==> config.mk <==
export PLATFORM = sky130hd
export DESIGN_NAME = game_sequencer
export DESIGN_NICKNAME = d
export VERILOG_FILES = /design/src/rtl/game_pkg.sv /design/src/rtl/game_sequencer_frame_timer.sv /design/src/rtl/game_sequencer.sv
export SDC_FILE = /design/constraint.sdc
export NUM_CORES = 1
export LEC_CHECK = 0
export CAP_MARGIN = 25
export CORE_MARGIN = 2
export CORE_UTILIZATION = 55
export DETAILED_ROUTE_END_ITERATION = 10
export GPL_ROUTABILITY_DRIVEN = 0
export PLACE_DENSITY = 0.83
export SLEW_MARGIN = 40
export SYNTH_ARGS = -nofsm -noshare
export SYNTH_HDL_FRONTEND = slang
export SYNTH_SLANG_ARGS = --single-unit
==> constraint.sdc <==
create_clock -name i_Clk -period 3.63 [get_ports i_Clk]
set_clock_uncertainty 0.1 [all_clocks]
set_input_delay 0.726 -clock i_Clk [delete_from_list [all_inputs] [get_ports i_Clk]]
set_output_delay 0.726 -clock i_Clk [all_outputs]
set_load 0.02 [all_outputs]
==> src/rtl/game_pkg.sv <==
// Shared encodings and widths for the frog game-flow controller.
package game_pkg;

  localparam int LEVEL_W = 5;
  localparam int LIVES_W = 2;
  localparam int SPEED_W = 3;

  typedef enum logic [2:0] {
    ST_IDLE      = 3'd0,
    ST_PLAY      = 3'd1,
    ST_HIT       = 3'd2,
    ST_LEVEL_UP  = 3'd3,
    ST_GAME_OVER = 3'd4
  } state_t;

  // Car speed tier: one step every four levels, capped at the top tier.
  function automatic logic [SPEED_W-1:0] speed_tier(input logic [LEVEL_W-1:0] level);
    logic [LEVEL_W-1:0] tier;
    tier = level >> 2;
    return (tier > LEVEL_W'(7)) ? SPEED_W'(7) : tier[SPEED_W-1:0];
  endfunction

endpackage

==> src/rtl/game_sequencer_frame_timer.sv <==
// Frame-tick counter shared by the timed phases; done fires on the tick that
// would move the count past limit.
module frame_timer #(
  parameter int N = 60,
  localparam int W = (N > 1) ? $clog2(N) : 1
) (
  input  logic         clk,
  input  logic         rst_n,
  input  logic         clear,
  input  logic         en,
  input  logic [W-1:0] limit,
  output logic [W-1:0] count,
  output logic         done
);

  // NOTE: sequential state is written with non-blocking assignments only, so
  // every flop samples the pre-edge values regardless of process ordering.
  always_ff @(posedge clk or negedge rst_n) begin
    if (!rst_n)     count <= '0;
    else if (clear) count <= '0;
    else if (en)    count <= count + 1'b1;
  end

  assign done = en && (count == limit);

endmodule

==> src/rtl/game_sequencer.sv <==
// Game-flow controller: sequences play, death, level-up and game-over phases
// and owns level/lives bookkeeping for the frog game.
module game_sequencer
  import game_pkg::*;
#(
  parameter int LIVES_INIT     = 3,
  parameter int MAX_LEVEL      = 31,
  parameter int HIT_FRAMES     = 60,
  parameter int LEVELUP_FRAMES = 30,
  parameter int FLASH_FRAMES   = 8
) (
  input  logic               i_Clk,
  input  logic               i_Rst_n,
  input  logic               i_Frame_Tick,
  input  logic               i_Start,
  input  logic               i_Collision,
  input  logic               i_Frog_At_Top,
  output logic [2:0]         o_State,
  output logic               o_Reset_Frog,
  output logic               o_Cars_Run,
  output logic [LEVEL_W-1:0] o_Level,
  output logic [LIVES_W-1:0] o_Lives,
  output logic [SPEED_W-1:0] o_Speed_Sel,
  output logic               o_Flash,
  output logic               o_Game_Over
);

  localparam int CNT_N = (HIT_FRAMES > LEVELUP_FRAMES) ? HIT_FRAMES : LEVELUP_FRAMES;
  localparam int CNT_W = (CNT_N > 1) ? $clog2(CNT_N) : 1;
  localparam logic [CNT_W-1:0] HIT_LAST = CNT_W'(HIT_FRAMES - 1);
  localparam logic [CNT_W-1:0] LU_LAST  = CNT_W'(LEVELUP_FRAMES - 1);

  state_t             state, state_d;
  logic               start_prev, start_edge;
  logic               timer_clear, timer_done;
  logic [CNT_W-1:0]   frame_cnt, timer_limit;
  logic [CNT_W:0]     cnt_inc;
  logic [LEVEL_W-1:0] level_d;
  logic [LIVES_W-1:0] lives_d;
  logic               reset_frog_d, flash_d, cars_run_d, game_over_d;

  assign start_edge = i_Start & ~start_prev;
  assign cnt_inc    = {1'b0, frame_cnt} + 1'b1;
  // Counter is held at zero outside timed phases and on every transition, so
  // a tick coincident with state entry is never counted.
  assign timer_clear = (state != ST_HIT && state != ST_LEVEL_UP) || (state_d != state);

  frame_timer #(.N(CNT_N)) u_timer (
    .clk   (i_Clk),
    .rst_n (i_Rst_n),
    .clear (timer_clear),
    .en    (i_Frame_Tick),
    .limit (timer_limit),
    .count (frame_cnt),
    .done  (timer_done)
  );

  always_ff @(posedge i_Clk or negedge i_Rst_n) begin
    if (!i_Rst_n) begin
      state      <= ST_IDLE;
      start_prev <= 1'b0;
    end else begin
      state      <= state_d;
      start_prev <= i_Start;
    end
  end

  // NOTE: every always_comb output gets a default first, so no path leaves a
  // signal unassigned and no latch is inferred.
  always_comb begin
    state_d     = state;
    timer_limit = HIT_LAST;
    case (state)
      ST_IDLE, ST_GAME_OVER: if (start_edge) state_d = ST_PLAY;
      ST_PLAY: begin
        if (i_Collision)        state_d = ST_HIT;
        else if (i_Frog_At_Top) state_d = ST_LEVEL_UP;
      end
      ST_HIT:
        if (timer_done) state_d = (o_Lives == '0) ? ST_GAME_OVER : ST_PLAY;
      ST_LEVEL_UP: begin
        timer_limit = LU_LAST;
        if (timer_done) state_d = ST_PLAY;
      end
      default: state_d = ST_IDLE;
    endcase
  end

  always_comb begin
    level_d      = o_Level;
    lives_d      = o_Lives;
    reset_frog_d = 1'b0;
    flash_d      = 1'b0;
    case (state)
      ST_IDLE, ST_GAME_OVER:
        if (start_edge) begin
          level_d      = LEVEL_W'(1);
          lives_d      = LIVES_W'(LIVES_INIT);
          reset_frog_d = 1'b1;
        end
      ST_PLAY: begin
        if (i_Collision) begin
          if (o_Lives != '0) lives_d = o_Lives - 1'b1;
        end else if (i_Frog_At_Top) begin
          if (o_Level < LEVEL_W'(MAX_LEVEL)) level_d = o_Level + 1'b1;
        end else if (start_edge) begin
          level_d      = LEVEL_W'(1);
          lives_d      = LIVES_W'(LIVES_INIT);
          reset_frog_d = 1'b1;
        end
      end
      ST_HIT: begin
        flash_d = o_Flash;
        if (timer_done) begin
          flash_d      = 1'b0;
          reset_frog_d = (o_Lives != '0);
        end else if (i_Frame_Tick && ((int'(cnt_inc) % FLASH_FRAMES) == 0)) begin
          flash_d = ~o_Flash;
        end
      end
      ST_LEVEL_UP: reset_frog_d = timer_done;
      default: ;
    endcase
    cars_run_d  = (state_d == ST_PLAY);
    game_over_d = (state_d == ST_GAME_OVER);
  end

  always_ff @(posedge i_Clk or negedge i_Rst_n) begin
    if (!i_Rst_n) begin
      o_Level      <= LEVEL_W'(1);
      o_Lives      <= LIVES_W'(LIVES_INIT);
      o_Reset_Frog <= 1'b0;
      o_Cars_Run   <= 1'b0;
      o_Flash      <= 1'b0;
      o_Game_Over  <= 1'b0;
      o_Speed_Sel  <= '0;
    end else begin
      o_Level      <= level_d;
      o_Lives      <= lives_d;
      o_Reset_Frog <= reset_frog_d;
      o_Cars_Run   <= cars_run_d;
      o_Flash      <= flash_d;
      o_Game_Over  <= game_over_d;
      o_Speed_Sel  <= speed_tier(o_Level);
    end
  end

  assign o_State = state;

endmodule

==> flow_summary.ini <==
[setup_path]
critPathKind = reg -> out
critPathLaunchType = register
critPathArrivalTime_ns = 1.69
end_kind = primary output
path_buf_inv = 1
crit_chain = clkdlybuf4s50_1
crit_fanout = 18
crit_family = buffers and inverters
worstPathRequired_ns = 2.80
slowest_delay_ns = 0.70
cp_slowest_cell = clkdlybuf4s50_1

[layout]
drive_gt1_share_pct = 9.33
fillers = 176
final_cell_mix = clkdlybuf4s50_1, dfrtp_1, nor2_1, nand2_1
seqCellArea_um2 = 604
multiInputGateArea_um2 = 631
syn2layout_area_growth_pct = 19.7
num_antenna_cells = 0
nets = 161

[detailed_routing]
vias = 1065
ant_nets = 0
first_pass_iters = 4
route.detailed.drc = 0
via_per_inst = 5.98
wl_um = 2600
wire_per_inst_um = 14.6
drt_iter0_drc = 14

[cts]
clkLatencyLatePin_ns = 0.31
root_buffer = clkbuf_4
clkSlewWorstSetupHoldPaths_ns = 0.13
htreeDepth = 1
cts_buffer_depth = 2
cts-hold-fix-buffers = 0
clock_sinks = 24
ctsResizeCount = 0
post-cts-setup-buffer-count = 0
tritoncts = done
cts_buffers = 3

[synthesis]
synth_cell_types = 39
yosys_register_bits = 24
ys_warn_count = 0
syn_area_um2 = 1300
avgSynthCellArea_um2 = 9.82
syn_inst = 132
ys_seq_area_share_pct = 46.6
mappedNetlistNets = 142

[die]
die_y_um = 52.5
dieArea_um2 = 2760
io_pins = 23
core_area_um2 = 2210
chipWidth_um = 52.5
initial_core_util_pct = 58.6
rows = 17

[sta]
setup_viol = 0
hold_violations = 0
slew_headroom_pct = 66.3
tightest_slew_ns = 0.505
rsz0062_at_grt = no
drv_slew = 0
setup_tns_ns = 0
timing.final.crit_share_pct = 69.2
finalCriticalPeriod_ns = 2.51
max_freq_mhz = 398
whs_ns = 0.252

[global_routing]
gr-usage-met3_pct = 3.43
antenna_found_initial = 0
grt_max_degree = 24
use_met1_pct = 29.5
top_usage_layer = met2
first_global_vias = 987
grt_overflow = 0
grt_pass1_wl_um = 4430
grt_usage_pct = 21.9
groute.layer.met2.usage_pct = 35.2

[power]
leakage_nw = 0.676
powerDensity_nw_per_um2 = 679
peakVddDrop_uv = 540

[worst_hold_path]
hold_path_class = in -> async

[placement]
hpwl_um = 1860
io_buffers = 22

[flow_run]
maxCapViolCount = 0

[run_status]
status = completed
cell families after synthesis:
| logic type | count (synthesis) | share of synthesized area (%) |
|---|---|---|
| AO/OA/AOI/OAI | 27 | 15.3 |
| XOR/XNOR | 7 | 4.73 |
| adder cells (fa/ha/maj) | 4 | 3.86 |
| buffers and inverters | 15 | 4.73 |
| flip-flops | 24 | 46.6 |
| multiplexers | 3 | 2.32 |
| AND/OR/NAND/NOR | 52 | 22.4 |
layout make-up:
cell class | instances | share of cell area (%)
Clock buffer | 4 | 2.34
Tap cell | 28 | 2.26
Sequential cell | 24 | 39.0
Inverter | 6 | 1.45
Multi-Input combinational cell | 93 | 40.6
Timing Repair Buffer | 23 | 14.4
cells in the mapped netlist, drive strengths merged:
cell type  instances  area share (%)
and2               1            0.48
a21oi              4             1.5
mux2i              3             2.3
o22ai              3             1.4
a41o               1            0.87
nor2              12             3.5
or3b               3             2.0
o21ai              3             1.2
xnor2              3             2.0
a22o               2             1.4
a31oi              2            0.97
xor2               4             2.7
o21a               1            0.58
o211a              1            0.77
inv                6             1.7
nand2             11             3.2
dfstp              3             6.1
ha                 4             3.9
nand3              3             1.2
nor3               1            0.39
nor4               1            0.48
o31ai              5             2.9
buf                3             1.2
o22a               1            0.68
nand2b             2            0.97
clkbuf             6             1.8
dfrtp             21              41
nor3b              5             2.9
a41oi              1            0.68
and3               1            0.48
nand3b             2             1.2
o41ai              1             1.3
o21bai             2             1.2
nor4b              2             1.4
nor2b              1            0.48
nand4              7             3.9
flip-flops by register name, indices dropped and copies added (netlist names):
signal	flops
u_timer.count	6
start_prev	1
o_Reset_Frog	1
o_Level	5
o_Cars_Run	1
o_Speed_Sel	3
o_Game_Over	1
o_Lives	2
o_Flash	1
o_State	3
report_power, final:
group          switching, mW  internal, mW  leakage [nW]
Clock                 0.0811        0.0613        0.0210
Combinational          0.231         0.223         0.348
Sequential             0.110         0.347         0.306
routing by layer:
metal | wire [um] | part of all wire, %
met1 | 1220 | 47
met3 | 91 | 3.5
met5 | 0 | 0
met2 | 1250 | 48
met4 | 37 | 1.4
stage by stage:
stage,power [mW],worst slack [ns],instance area [um2],utilization (%),std cells
CTS,1.06,1.11,1550,70.1,178
global route,1.14,1.04,1550,70.1,178
finish,1.05,1.12,1550,70.1,178
global placement,0.893,1.28,1520,68.7,174
detailed placement,0.919,1.23,1520,68.5,174
floorplan,0.770,1.84,1300,-,132
final timing paths:
path / from / endpoint / slack (ns) / cells past startpoint
min in group i_Clk: o_Level[2]$_DFFE_PN0P_ / o_Speed_Sel[0]$_DFF_PN0_ / 0.42 / 0
min reg2reg: o_Level[2]$_DFFE_PN0P_ / o_Speed_Sel[0]$_DFF_PN0_ / 0.42 / 0
min: i_Rst_n / o_Game_Over$_DFF_PN0_ / 0.25 / 1
max reg2reg: o_State[0]$_DFF_PN0_ / o_Level[3]$_DFFE_PN0P_ / 1.78 / 4
max in group asynchronous: i_Rst_n / o_Lives[0]$_DFFE_PN1P_ / 2.65 / 2
max: o_State[1]$_DFF_PN0_ / o_State[1] / 1.12 / 1
(Power assumes the default switching activity.)
